### src/rtl/softmax_argmax.sv
// -----------------------------------------------------------------------------
// softmax_argmax
//
// Purpose:
//   Downstream stage of the layer-2 multiply/accumulate store. When start is
//   seen in IDLE the packed vector of NODES signed sums is copied into a local
//   snapshot. That vector is then scanned one node per clock. The index and
//   value of the largest sum are reported as the network's classification.
//   Because of the snapshot, the upstream accumulator can be cleared and
//   reloaded while the scan is still running.
//
// Parameters:
//   NODES        number of output nodes (>= 1)
//   SUM_WIDTH    width of each two's-complement sum
//   INDEX_WIDTH  width of the class index (2**INDEX_WIDTH >= NODES)
//
// Ports:
//   clk       in   clock, all state changes on the rising edge
//   clr       in   synchronous active-high reset
//   start     in   scan request, sampled only in IDLE
//   sumIn     in   packed sums, node i at [i*SUM_WIDTH +: SUM_WIDTH]
//   busy      out  high whenever the block is not IDLE
//   done      out  one-cycle pulse when a scan completes
//   classOut  out  index of the maximum from the last completed scan
//   maxValue  out  value of the maximum from the last completed scan
// -----------------------------------------------------------------------------
module softmax_argmax #(
  parameter int NODES       = 10,
  parameter int SUM_WIDTH   = 16,
  parameter int INDEX_WIDTH = 4
) (
  input  logic                       clk,
  input  logic                       clr,
  input  logic                       start,
  input  logic [NODES*SUM_WIDTH-1:0] sumIn,
  output logic                       busy,
  output logic                       done,
  output logic [INDEX_WIDTH-1:0]     classOut,
  output logic [SUM_WIDTH-1:0]       maxValue
);

  typedef enum logic [1:0] {
    S_IDLE,
    S_SCAN,
    S_DONE
  } state_t;

  // Index of the final node. Reaching it ends the scan.
  localparam logic [INDEX_WIDTH-1:0] LAST_IDX = INDEX_WIDTH'(NODES - 1);

  state_t                        r_state;
  logic signed [SUM_WIDTH-1:0]   r_snap [NODES];
  logic signed [SUM_WIDTH-1:0]   r_best_val;
  logic [INDEX_WIDTH-1:0]        r_best_idx;
  logic [INDEX_WIDTH-1:0]        r_scan_idx;
  logic                          r_busy;
  logic                          r_done;
  logic [INDEX_WIDTH-1:0]        r_class;
  logic [SUM_WIDTH-1:0]          r_max;

  logic signed [SUM_WIDTH-1:0]   w_node0;
  logic signed [SUM_WIDTH-1:0]   w_cur;
  logic                          w_greater;
  logic signed [SUM_WIDTH-1:0]   w_next_val;
  logic [INDEX_WIDTH-1:0]        w_next_idx;
  logic                          w_last;

  assign busy     = r_busy;
  assign done     = r_done;
  assign classOut = r_class;
  assign maxValue = r_max;

  // Node 0 seeds the running best on the start edge. It is taken straight
  // from the input because the snapshot is being written on that same edge.
  assign w_node0 = sumIn[SUM_WIDTH-1:0];
  assign w_last  = (r_scan_idx == LAST_IDX);

  // Select the node under the scan index and form the next running best.
  // A strict greater-than keeps the lower index when two sums are equal.
  always_comb begin
    // NOTE: every signal driven here gets a default first, so no path can
    // leave it unassigned and infer a latch.
    w_cur = '0;
    for (int i = 0; i < NODES; i++) begin
      if (r_scan_idx == INDEX_WIDTH'(i)) begin
        w_cur = r_snap[i];
      end
    end
    w_greater  = (w_cur > r_best_val);
    w_next_val = w_greater ? w_cur : r_best_val;
    w_next_idx = w_greater ? r_scan_idx : r_best_idx;
  end

  // Single controller. State, snapshot, running best and the registered
  // outputs are all updated here.
  always_ff @(posedge clk) begin
    if (clr) begin
      // NOTE: the snapshot array is reset explicitly, so a scan aborted by
      // clr leaves no stale data behind. A RAM-style array is normally left
      // unreset.
      r_state    <= S_IDLE;
      r_best_val <= '0;
      r_best_idx <= '0;
      r_scan_idx <= '0;
      r_busy     <= 1'b0;
      r_done     <= 1'b0;
      r_class    <= '0;
      r_max      <= '0;
      for (int i = 0; i < NODES; i++) begin
        r_snap[i] <= '0;
      end
    end else begin
      // NOTE: sequential state uses non-blocking assignments only. Every
      // right-hand side therefore sees the value from before the edge.
      case (r_state)
        S_IDLE: begin
          if (start) begin
            for (int i = 0; i < NODES; i++) begin
              r_snap[i] <= sumIn[i*SUM_WIDTH +: SUM_WIDTH];
            end
            r_best_val <= w_node0;
            r_best_idx <= '0;
            r_scan_idx <= INDEX_WIDTH'(1);
            r_busy     <= 1'b1;
            if (NODES == 1) begin
              // A single node is the maximum already, so the scan is skipped.
              r_class <= '0;
              r_max   <= w_node0;
              r_done  <= 1'b1;
              r_state <= S_DONE;
            end else begin
              r_state <= S_SCAN;
            end
          end
        end

        S_SCAN: begin
          r_best_val <= w_next_val;
          r_best_idx <= w_next_idx;
          if (w_last) begin
            // The outputs change only on this edge and then hold until the
            // next completed scan.
            r_class <= w_next_idx;
            r_max   <= w_next_val;
            r_done  <= 1'b1;
            r_state <= S_DONE;
          end else begin
            r_scan_idx <= r_scan_idx + INDEX_WIDTH'(1);
          end
        end

        S_DONE: begin
          // start is not looked at here, so a request made during DONE is
          // dropped rather than queued.
          r_done  <= 1'b0;
          r_busy  <= 1'b0;
          r_state <= S_IDLE;
        end

        default: begin
          r_done  <= 1'b0;
          r_busy  <= 1'b0;
          r_state <= S_IDLE;
        end
      endcase
    end
  end

endmodule

### config.mk
export PLATFORM = sky130hd
export DESIGN_NAME = softmax_argmax
export DESIGN_NICKNAME = d
export VERILOG_FILES = /design/src/rtl/softmax_argmax.sv
export SDC_FILE = /design/constraint.sdc
export NUM_CORES = 1
export LEC_CHECK = 0
export ABC_CLOCK_PERIOD_IN_PS = 5350
export BUFFER_PORTS_ARGS = -buffer_cell sky130_fd_sc_hd__buf_2
export CAP_MARGIN = 30
export CORE_ASPECT_RATIO = 1.75
export CORE_MARGIN = 2
export CORE_UTILIZATION = 52
export CTS_BUF_LIST = sky130_fd_sc_hd__clkbuf_8
export CTS_CLUSTER_DIAMETER = 60
export DETAILED_ROUTE_END_ITERATION = 6
export PLACE_DENSITY_LB_ADDON = 0.08
export SLEW_MARGIN = 20
export SYNTH_ARGS = -nofsm -noshare
export SYNTH_HDL_FRONTEND = slang
export SYNTH_SLANG_ARGS = --single-unit
export TNS_END_PERCENT = 20
### constraint.sdc
create_clock -name clk -period 5.35 [get_ports clk]
set_clock_uncertainty 0.2 [all_clocks]
set_input_delay 0 -clock clk [delete_from_list [all_inputs] [get_ports clk]]
set_output_delay 0 -clock clk [all_outputs]
set_load 0.03 [all_outputs]
==> impl_results.md, run 1 <==
- Status: finished, final reports clean
- Post-synthesis cell type count: 64
- Placer Congestion: 0.945
- Levels on crit path: 14
- Worst R2R Setup Slack: 0.35 ns
- Setup TNS: 0 ns
- CTS clock-pin slew for the worst setup and hold paths: 0.07 ns
- Primary FF master, synth: edfxtp_1
- Die width: 110 microns
- Cell count after synthesis: 920
- Cells on worst reg2reg path: 14
- Average size of a mapped cell: 11.2 sq um
- Unrepaired setup endpoints after global routing: false
- Resized cells post-CTS: 0
- Floorplan row count: 68
- Pre-CTS setup slack: 0.471 ns
- CTS Buf Count: 31
- Share of cells above drive strength 1: 0.215
- Most common cell after layout, fill and taps aside: buf_2
- Net count after synthesis: 1,103
- Crit-path max FO: 16
- Setup violators final: 0
- Critical path class: flop to flop
- Skew-Pair Late Insertion Delay: 0.58 ns
- Fin crit period: 5.00 ns
- Antenna Cells: 0
- Starting Density: 0.525
- Via count: 8,661
- Placed Instances: 1,301
- DRC: 0
- EDFF count, synth: 160
- Slew Limit Fails: 0
- FMAX: 200 MHz
- WL/cell: 21.6 microns
- Slowest cell on the critical path: ha_1
- H-tree levels: 1
- Remaining Overflow, GRT: 0
- Post-synth ARST share: 0
- CP delay by family, top: compound AO/OA/AOI/OAI gates
- First-pass GRT wire length: 49,200 microns
- Hold-fix buffers, CTS: 162
- Post-CTS Setup Bufs: 0
- Core footprint: 0.0196 sq mm
- Clock Tree Root: clkbuf_8
- Pre-Repair DR Iteration Count: 6
- Post-synthesis sequential area ratio: 0.561
- Max-cap violations: 0
- Final std cells w/o fill: 1,520
- Leak Pwr: 0.00556 uW
- Worst setup margin: 0.347 ns
- Crit path DAT: 5.28 ns
- Worst setup SP type: flop
- Total GRT Usage: 0.318
- Clock Sink Count: 208
- CP max stage delay: 0.70 ns
- Drt total wl: 32,900 microns
- Largest net degree at the start of global routing: 115
- Worst slew pin tran: 0.822 ns
- Tcrit/Tclk final: 0.935
- Initial DRC Count: 622
- Worst setup endpoint: r_best_val[12]
- Most frequent cells in the layout: buf_2, dlygate4sd3_1, and2_1
- Hold Fails Final Rpt: 0
- Power per cell area: 286 mW/mm^2
- Die area: 0.0210 sq mm
- Maximum vdd drop: 0.249 mV
- Worst Hold Slack: 0.0392 ns
- Nets: 1,434
- Setup crit start: r_scan_idx[0]
- Clock Path Buffers: 3
- CTS tree: done
- # fillers: 1,470
- Worst r2r src: r_scan_idx[0]
- Routed vias/inst: 5.70
- Synthesized area: 0.0103 sq mm
- Relative slew slack: 0.452
- R2r endpoint: r_best_val[12]
- Critical path data required time: 5.62 ns
- YS warnings: 0
- Area Overhead vs Synth: 32.5%
- Hold crit path type: input pin to flop
- Ports: 185
- Chip Height: 190 microns
- Number of synthesized register bits: 208
- Final Util: 0.696
- CP Capture Type: flop
- Final HPWL DP: 21,900 microns
- Buf/Inv on CP: 2
- Port buffer count: 184
- Antenna violations before repair: 0
- DRT antenna net count: 0
- Vias in the first global route: 8,808
- Crit-path cells: inv_1 -> ha_1 -> buf_4 -> nand2_1 -> o21ai_0 -> a31oi_1 -> o21ai_0 -> ha_1 -> a22oi_1 -> nand2_1 -> o32a_1 -> mux2_4 -> a21o_4 -> a2111oi_2
cells by family (layout without fill, tap and decap cells):
| logic type | Yosys count | after routing | share of synthesized area |
|---|---|---|---|
| AOI/OAI and AO/OA | 180 | 180 | 0.130 |
| and+or+nand+nor | 396 | 396 | 0.230 |
| muxes | 8 | 8 | 0.00864 |
| xor gates and xnor gates | 2 | 2 | 0.00170 |
| adders and majority gates | 20 | 20 | 0.0243 |
| DFF | 208 | 208 | 0.561 |
| buffers and inverters | 106 | 461 | 0.0444 |
tightest hold or removal path, cell delays in order:
cell           delay [ns]
dlygate4sd3_1        0.52
buf_2                0.09
and2_1               0.10
through the flow:
step           total power, uW  cell area [sq um]
6_report                  3900              13600
4_1_cts                   3900              13600
3_5_place_dp              2580              11400
3_3_place_gp              2570              11400
5_1_grt                   4050              13600
2_1_floorplan             2360              10300
how the worst min path moves through the flow:
stage | slack [ns] | cells after the start | from | to
finish | 0.04 | 3 | sumIn[144] | r_snap[9][0]
global route | 0.04 | 3 | sumIn[17] | r_snap[1][1]
CTS | 0.004 | 3 | sumIn[76] | r_snap[4][12]
detailed placement | 0.08 | 2 | sumIn[75] | r_snap[4][11]
global placement | 0.08 | 2 | sumIn[146] | r_snap[9][2]
floorplan | -0.002 | 1 | sumIn[0] | r_snap[0][0]
layout make-up:
class / instances / area [sq um] / area share
clock buffers: 31 / 427 / 0.0313
multi-input cells: 606 / 4080 / 0.299
flip-flops and latches: 208 / 5770 / 0.423
inverters: 35 / 131 / 0.00964
clock inverters: 26 / 156 / 0.0115
repair buffers: 369 / 2770 / 0.203
well taps: 245 / 307 / 0.0225
layer usage:
layer | track usage | part of all wire | wire, microns
met1 | 0.356 | 0.36 | 11800
met2 | 0.559 | 0.52 | 17100
met3 | 0.0442 | 0.048 | 1590
met4 | 0.194 | 0.071 | 2350
met5 | 0 | 0 | 0
synthesized netlist by cell type (3+ instances only):
master	instances	area (sq um)
a2111oi_2	6	90.1
a211o_1	7	61.3
a211oi_1	4	30.0
a21o_1	6	45.0
a21oi_1	40	200
a221o_1	6	60.1
a221oi_1	10	87.6
a22oi_1	10	75.1
a32o_1	12	120
a32oi_1	8	70.1
and2_1	161	1010
and3b_1	3	26.3
and4b_1	6	60.1
buf_1	3	11.3
buf_2	17	85.1
buf_6	5	56.3
clkbuf_1	46	173
dfxtp_1	48	961
edfxtp_1	160	4800
ha_1	20	250
inv_1	35	131
mux2i_1	6	60.1
nand2_1	38	143
nand2b_1	19	119
nand3_1	15	75.1
nand3b_1	17	128
nand4_1	5	31.3
nand4b_1	6	52.6
nor2_1	43	161
nor2b_1	7	43.8
nor3_1	50	250
nor3b_1	3	22.5
nor4_2	12	150
o211ai_1	4	30.0
o21ai_0	24	120
o21ai_1	4	20.0
o22ai_1	11	68.8
o311ai_1	6	52.6
o31ai_1	5	37.5
registers in the layout (all words and copies together) (netlist names):
| register | cells |
|---|---|
| maxValue | 16 |
| r_best_idx | 4 |
| r_snap | 160 |
| r_scan_idx | 4 |
| busy | 1 |
| classOut | 4 |
| r_best_val | 16 |
| r_state | 2 |
| done | 1 |
where the power goes:
part           switching [uW]  internal [uW]  total (uW)  leakage, uW
clock                     614            634        1250     0.000337
sequential               68.1           1860        1930      0.00212
combinational             406            315         721      0.00311
total                    1090           2810        3900      0.00556
No activity file was read; power rests on OpenSTA's default activity.
==> run 2, diff against run 1 <==
Settings changed: ABC_AREA set to 1, ABC_CLOCK_PERIOD_IN_PS 5350 to 4200, CORE_UTILIZATION 52 to 53.
Clock period 5.35 ns to 4.2 ns, I/O delays scaled along.
==> run 2 against run 1 <==
Compared with the run above: sequential cell count is the same; highest routed layer unchanged; clock power is 25% higher; critical path depth is 15 higher; critical path type unchanged.
==> impl_results.md, run 2 <==
- YS warnings: 0 (unchanged)
- CP delay by family, top: simple AND/OR/NAND/NOR gates
- Critical path data required time: 4.51 ns (-1.11 ns)
- Hold Fails Final Rpt: 0 (unchanged)
- Initial DRC Count: 686 (+10%)
- Count leader, synth: nand2_1
- CTS clock-pin slew for the worst setup and hold paths: 0.07 ns (about the same)
- Total area of sequential cells: 0.00577 sq mm (about the same)
- Hold depth: 4 (+1)
- Cell count after synthesis: 1,274 (+38%)
- Synth top cells by count: nand2_1, inv_1, nor2_1, edfxtp_1, nand3_1
- Status: finished, final reports clean
- Port buffer count: 184 (unchanged)
- Via count: 9,531 (+10%)
- Post-synthesis cell type count: 38 (-41%)
- First-pass GRT wire length: 49,000 microns (-0.43%)
- Routed vias/inst: 4.99 (-12%)
- Worst Hold Slack: 0.0401 ns (+0.000838 ns)
- Worst setup SP type: flop
- Drt total wl: 32,300 microns (-1.9%)
- Leak Pwr: 0.00717 uW (+29%)
- Multi-input logic area: 0.00371 sq mm (-9.0%)
- CTS tree: done
- Nets: 1,822 (+27%)
- WL/cell: 16.9 microns (-22%)
- Pre-Repair DR Iteration Count: 7 (+1)
- Hold crit path type: input pin to flop
- Clock Sink Count: 208 (unchanged)
- Clock Tree Root: clkbuf_8
- # fillers: 1,493 (+1.6%)
- Area Overhead vs Synth: 33.2%
- DRC: 0 (unchanged)
- Power per cell area: 358 mW/mm^2 (+25%)
- Share of cells above drive strength 1: 0.210 (-0.00444)
- Setup TNS: 0 ns (unchanged)
- Average size of a mapped cell: 8.39 sq um (-25%)
- Largest net degree at the start of global routing: 86 (-25%)
- Synth top area cells: edfxtp_1, nand2_1, dfxtp_1, inv_1, nor2_1
- Synthesized area: 0.0107 sq mm (+3.9%)
- Final std cells w/o fill: 1,909 (+26%)
- Crit-path max FO: 15 (-1)
- Hold path startpoint: sumIn[4]
- R2r endpoint: r_best_val[3]
- Worst setup margin: 0.293 ns (-0.0538 ns)
- WHS Endpoint: r_best_val[4]
- Cells on worst reg2reg path: 29 (+15)
- Most common cell after layout, fill and taps aside: nand2_1
- Number of synthesized register bits: 208 (unchanged)
- Pre-CTS setup slack: 0.0277 ns (-0.444 ns)
- Fin crit period: 3.91 ns (-1.10 ns)
- Final HPWL DP: 21,400 microns (-2.6%)
- Critical path class: flop to flop
- Die width: 111 microns (+0.93%)
- Net count after synthesis: 1,457 (+32%)
- Starting Density: 0.541 (+0.0158)
- Synth area leader: edfxtp_1
- Worst R2R Setup Slack: 0.29 ns (-0.05 ns)
- Ports: 185 (unchanged)
- Maximum vdd drop: 0.262 mV (+5.3%)
- Skew-Pair Late Insertion Delay: 0.57 ns (about the same)
- Slowest cell on the critical path: dfxtp_1
- Most frequent cells in the layout: nand2_1, inv_1, buf_2
- Post-synthesis sequential area ratio: 0.540 (-0.0211)
- Unrepaired setup endpoints after global routing: false
- Buf/Inv on CP: 6 (+4)
- Primary FF master, synth: edfxtp_1
- Max-cap violations: 0 (unchanged)
- Yosys top cell area share: 0.450 (-0.0176)
- Placed Instances: 1,681 (+29%)
- Worst slew pin tran: 0.826 ns (+0.00338 ns)
- Remaining Overflow, GRT: 0 (unchanged)
- H-tree levels: 1 (unchanged)
- Setup violators final: 0 (unchanged)
- Relative slew slack: 0.449 (-0.00286)
- Antenna violations before repair: 0 (unchanged)
- Floorplan row count: 68 (unchanged)
- Vias in the first global route: 9,516 (+8.0%)
- Post-synth ARST share: 0 (unchanged)
- Worst r2r src: r_scan_idx[0]
- Slew Limit Fails: 0 (unchanged)
- Top reg by flops: r_snap
- FMAX: 256 MHz (+28%)
- Chip Height: 192 microns (+0.95%)
- CP Capture Type: flop
- Core footprint: 0.0197 sq mm (+0.87%)
- Max FFs per register: 160 (unchanged)
- Tcrit/Tclk final: 0.930 (-0.00496)
- Crit path DAT: 4.22 ns (-1.06 ns)
- EDFF count, synth: 160 (unchanged)
- Total GRT Usage: 0.297 (-0.0214)
- CTS Buf Count: 30 (-3.2%)
- CP max stage delay: 0.40 ns (-0.30 ns)
- Die area: 0.0214 sq mm (+1.9%)
- Placer Congestion: 0.964 (+2.0%)
- DRT antenna net count: 0 (unchanged)
- Clock Path Buffers: 3 (unchanged)
==> run 2: changes by cell type in the layout (fill, tap and decap cells not counted), sizes merged, moves of 44 or more <==
cell and change:
nand2 +257, inv +217, and2 -161, nor2 +141, nand3 +97, nor3 -48
or2 +44
==> run 2: worst max path at each step <==
stage	start	end	depth (start not counted)
after floorplan	r_scan_idx[1]	r_best_idx[3]	25
after global placement	r_scan_idx[1]	r_best_val[1]	26
after detailed placement	r_scan_idx[1]	r_best_val[1]	26
after CTS	r_scan_idx[0]	r_best_val[1]	28
after global routing	r_scan_idx[1]	r_best_val[3]	30
final	r_scan_idx[0]	r_best_val[3]	29
==> run 2: final cells by class <==
class,count,area share
Sequential cell,208,0.405
Multi-Input combinational cell,758,0.261
Timing Repair Buffer,386,0.204
Inverter,255,0.0678
Clock buffer,35,0.0339
Tap cell,245,0.0215
Clock inverter,21,0.00660
Antenna cell,1,0.000176
==> run 2: repair_timing <==
action	4_1_cts	5_1_grt
hold buffers	163	0
endpoints found under the setup margin	1	31
endpoints found under the hold margin	192	0
pin swaps	0	2
gates resized for setup	1	10
buffers inserted	0	7
==> run 2: cells by family after synthesis <==
logic type / after synthesis / synth area share
AND/OR/NAND/NOR: 651 / 0.273
buffers and inverters: 308 / 0.118
flip-flops: 208 / 0.540
AO/OA/AOI/OAI: 86 / 0.0449
adder cells (fa/ha/maj): 20 / 0.0234
XOR/XNOR: 1 / 0.000820
==> run 2: layer usage <==
layer / up-vias / track usage / wire, microns
met3: 101 / 0.0353 / 1560
met5: - / 0 / 0
met4: 0 / 0.174 / 2030
met1: 4365 / 0.331 / 11700
met2: 368 / 0.544 / 16900
li1: 4697 / - / -
==> run 2: metrics by stage <==
stage | area (sq um) | power, uW | util
global route | 14200 | 5330 | 0.721
global placement | 11900 | 3410 | 0.604
floorplan | 10700 | 3040 | -
finish | 14200 | 5100 | 0.721
detailed placement | 11900 | 3420 | 0.604
CTS | 14100 | 5080 | 0.716
==> run 2: worst reg2reg max path: cells and delay by family (launching register included) <==
family / cells / cell delay (ns)
compound gates: 1 / 0.12
fa+ha+maj: 2 / 0.52
simple gates: 20 / 2.01
flops: 1 / 0.40
buf+inv: 6 / 0.62
==> run 2: where the power goes <==
part	leakage, uW	internal (uW)	switching (uW)
clock	0.000328	762	802
sequential	0.00212	2380	63.6
combinational	0.00472	456	635
total	0.00717	3600	1500
==> run 3, diff against run 2 <==
Settings changed: CTS_CLUSTER_DIAMETER 60 to 200, GPL_TIMING_DRIVEN set to 0.
==> run 3 against run 2 <==
Compared with the run above: core utilization increased by 1.0 points; combinational power increased by 9%; highest routed layer unchanged; global-route usage increased by 0.51 points; non-clock buffer count increased by 24; final cell count increased by 1.3%; critical path type unchanged; sequential power about the same.
==> impl_results.md, run 3 (synthesized netlist as in run 2, its figures left out) <==
- Crit-path max FO: 10 (-5)
- Buf/Inv on CP: 6 (unchanged)
- Critical path's most frequent cell: nand3_1
- Maximum vdd drop: 0.364 mV (+39%)
- Pre-Repair DR Iteration Count: 5 (-2)
- Slowest cell on the critical path: dfxtp_4
- Clock Tree Root: clkbuf_8
- Total GRT Usage: 0.302 (+0.00514)
- Combinational Power Share: 0.224 (+0.010)
- Area Overhead vs Synth: 35.1%
- CP delay by family, top: simple AND/OR/NAND/NOR gates
- Crit path DAT: 4.27 ns (+0.05 ns)
- DRC: 0 (unchanged)
- Nets: 1,850 (+1.5%)
- Placer Congestion: 0.933 (-3.2%)
- Power per cell area: 369 mW/mm^2 (+3.1%)
- Largest net degree at the start of global routing: 88 (+2.3%)
- CTS clock-pin slew for the worst setup and hold paths: 0.06 ns (about the same)
- Proportion of power drawn by the clock network: 0.318 (+0.011)
- Starting Density: 0.541 (unchanged)
- Critical path class: flop to flop
- Drt total wl: 33,000 microns (+2.4%)
- WL/cell: 17.1 microns (+1.2%)
- Unrepaired setup endpoints after global routing: true
- Slew Limit Fails: 0 (unchanged)
- FMAX: 248 MHz (-3.2%)
- CTS tree: done
- Final HPWL DP: 22,600 microns (+6.0%)
- Tcrit/Tclk final: 0.961 (+0.0311)
- Via count: 9,662 (+1.4%)
- DRT antenna net count: 0 (unchanged)
- Final Util: 0.731 (+0.0103)
- CTS Buf Count: 34 (+13%)
- Die area: 0.0214 sq mm (unchanged)
- First-pass GRT wire length: 49,800 microns (+1.6%)
- Most common cell after layout, fill and taps aside: nand2_1
- Clock Path Buffers: 3 (unchanged)
- CP max stage delay: 0.37 ns (-0.03 ns)
- Worst setup SP type: flop
- H-tree levels: 2 (+1)
- Critical path data required time: 4.43 ns (-0.08 ns)
- Max FFs per register: 160 (unchanged)
- Switching Share: 0.298 (+0.00397)
- Port buffer count: 184 (unchanged)
- Pint: 3740 uW (+4.0%)
- Routed vias/inst: 5.00 (+0.12%)
- Fin crit period: 4.04 ns (+0.130 ns)
- Remaining Overflow, GRT: 0 (unchanged)
- Net Sw Power: 1590 uW (+6.0%)
- Most frequent cells in the layout: nand2_1, inv_1, buf_2
- Antenna violations before repair: 0 (unchanged)
- Max-cap violations: 0 (unchanged)
- Setup violators final: 0 (unchanged)
- CP Capture Type: flop
- Leak Pwr: 0.00723 uW (+0.82%)
- Die width: 111 microns (unchanged)
- Worst slew pin tran: 0.648 ns (-0.177 ns)
- Core footprint: 0.0197 sq mm (unchanged)
- Share of cells above drive strength 1: 0.216 (+0.00577)
- Antenna Cells: 0 (-1)
- Skew-Pair Late Insertion Delay: 0.50 ns (-0.07 ns)
- Relative slew slack: 0.568 (+0.119)
- Clock Sink Count: 208 (unchanged)
- Hold crit path type: input pin to flop
- Hold Fails Final Rpt: 0 (unchanged)
- Status: finished, final reports clean
- Initial DRC Count: 661 (-3.6%)
- Vias in the first global route: 9,620 (+1.1%)
- # fillers: 1,511 (+1.2%)
- Total power: 5330 uW (+4.6%)
- Ports: 185 (unchanged)
- Sequential share of power: 0.458 (-0.021)
- Chip Height: 192 microns (unchanged)
- Floorplan row count: 68 (unchanged)
- Top reg by flops: r_snap
-- run 3: layer usage --
| metal | GRT usage | share of wire | vias to the layer above |
|---|---|---|---|
| met3 | 0.0360 | 0.045 | 94 |
| met1 | 0.325 | 0.36 | 4448 |
| met5 | 0 | 0 | - |
| met2 | 0.584 | 0.54 | 373 |
| li1 | - | - | 4747 |
| met4 | 0.141 | 0.050 | 0 |
-- run 3: tightest hold or removal path, stage by stage --
cell and delay (ns):
dlygate4sd3_1 0.52, buf_2 0.10, nand2_1 0.09, nand2_1 0.08
-- run 3: final timing paths --
| path | start | endpoint | slack (ns) | depth (start not counted) |
|---|---|---|---|---|
| max | r_scan_idx[1] | r_best_val[10] | 0.16 | 29 |
| min | sumIn[14] | r_best_val[14] | 0.11 | 4 |
| max reg2reg | r_scan_idx[1] | r_best_val[10] | 0.16 | 29 |
| min reg2reg | r_best_idx[1] | r_best_idx[1] | 0.27 | 2 |
-- run 3: timing repair --
action                     4_1_cts  5_1_grt
buffers inserted                 0       10
hold endpoints to repair       195        0
pin swaps                        0        6
setup endpoints to repair       36       40
hold buffers                   163        0
resized for setup               19       23
-- run 3: layout make-up --
class,instances,area [sq um],share of cell area
Buffer,52,324,0.0225
Timing Repair Buffer,358,2660,0.184
Tap cell,245,307,0.0212
Inverter,255,965,0.0669
Sequential cell,208,5770,0.400
Clock inverter,23,149,0.0103
Clock buffer,34,468,0.0324
Multi-Input combinational cell,758,3790,0.263
-- run 3: power by group through the flow --
stage | clock (uW) | combinational (uW) | sequential [uW]
final | 1700 | 1190 | 2440
after global placement | 0 | 912 | 2490
after CTS | 1710 | 1080 | 2440
after detailed placement | 0 | 927 | 2480
after floorplan | 0 | 571 | 2470
after global routing | 1780 | 1290 | 2460
-- run 3: stage by stage --
step | setup TNS, ns | area [sq um] | setup slack (ns) | hold slack (ns) | cells
floorplan | 0 | 10700 | 0.781 | -0.121 | 1274
global placement | -27.60 | 11900 | -0.286 | 0.0829 | 1703
detailed placement | -4.30 | 12000 | -0.331 | 0.0639 | 1704
CTS | 0 | 14300 | 0.0331 | 0.0987 | 1924
global route | -0.180 | 14400 | -0.0553 | 0.134 | 1933
finish | 0 | 14400 | 0.163 | 0.111 | 1933
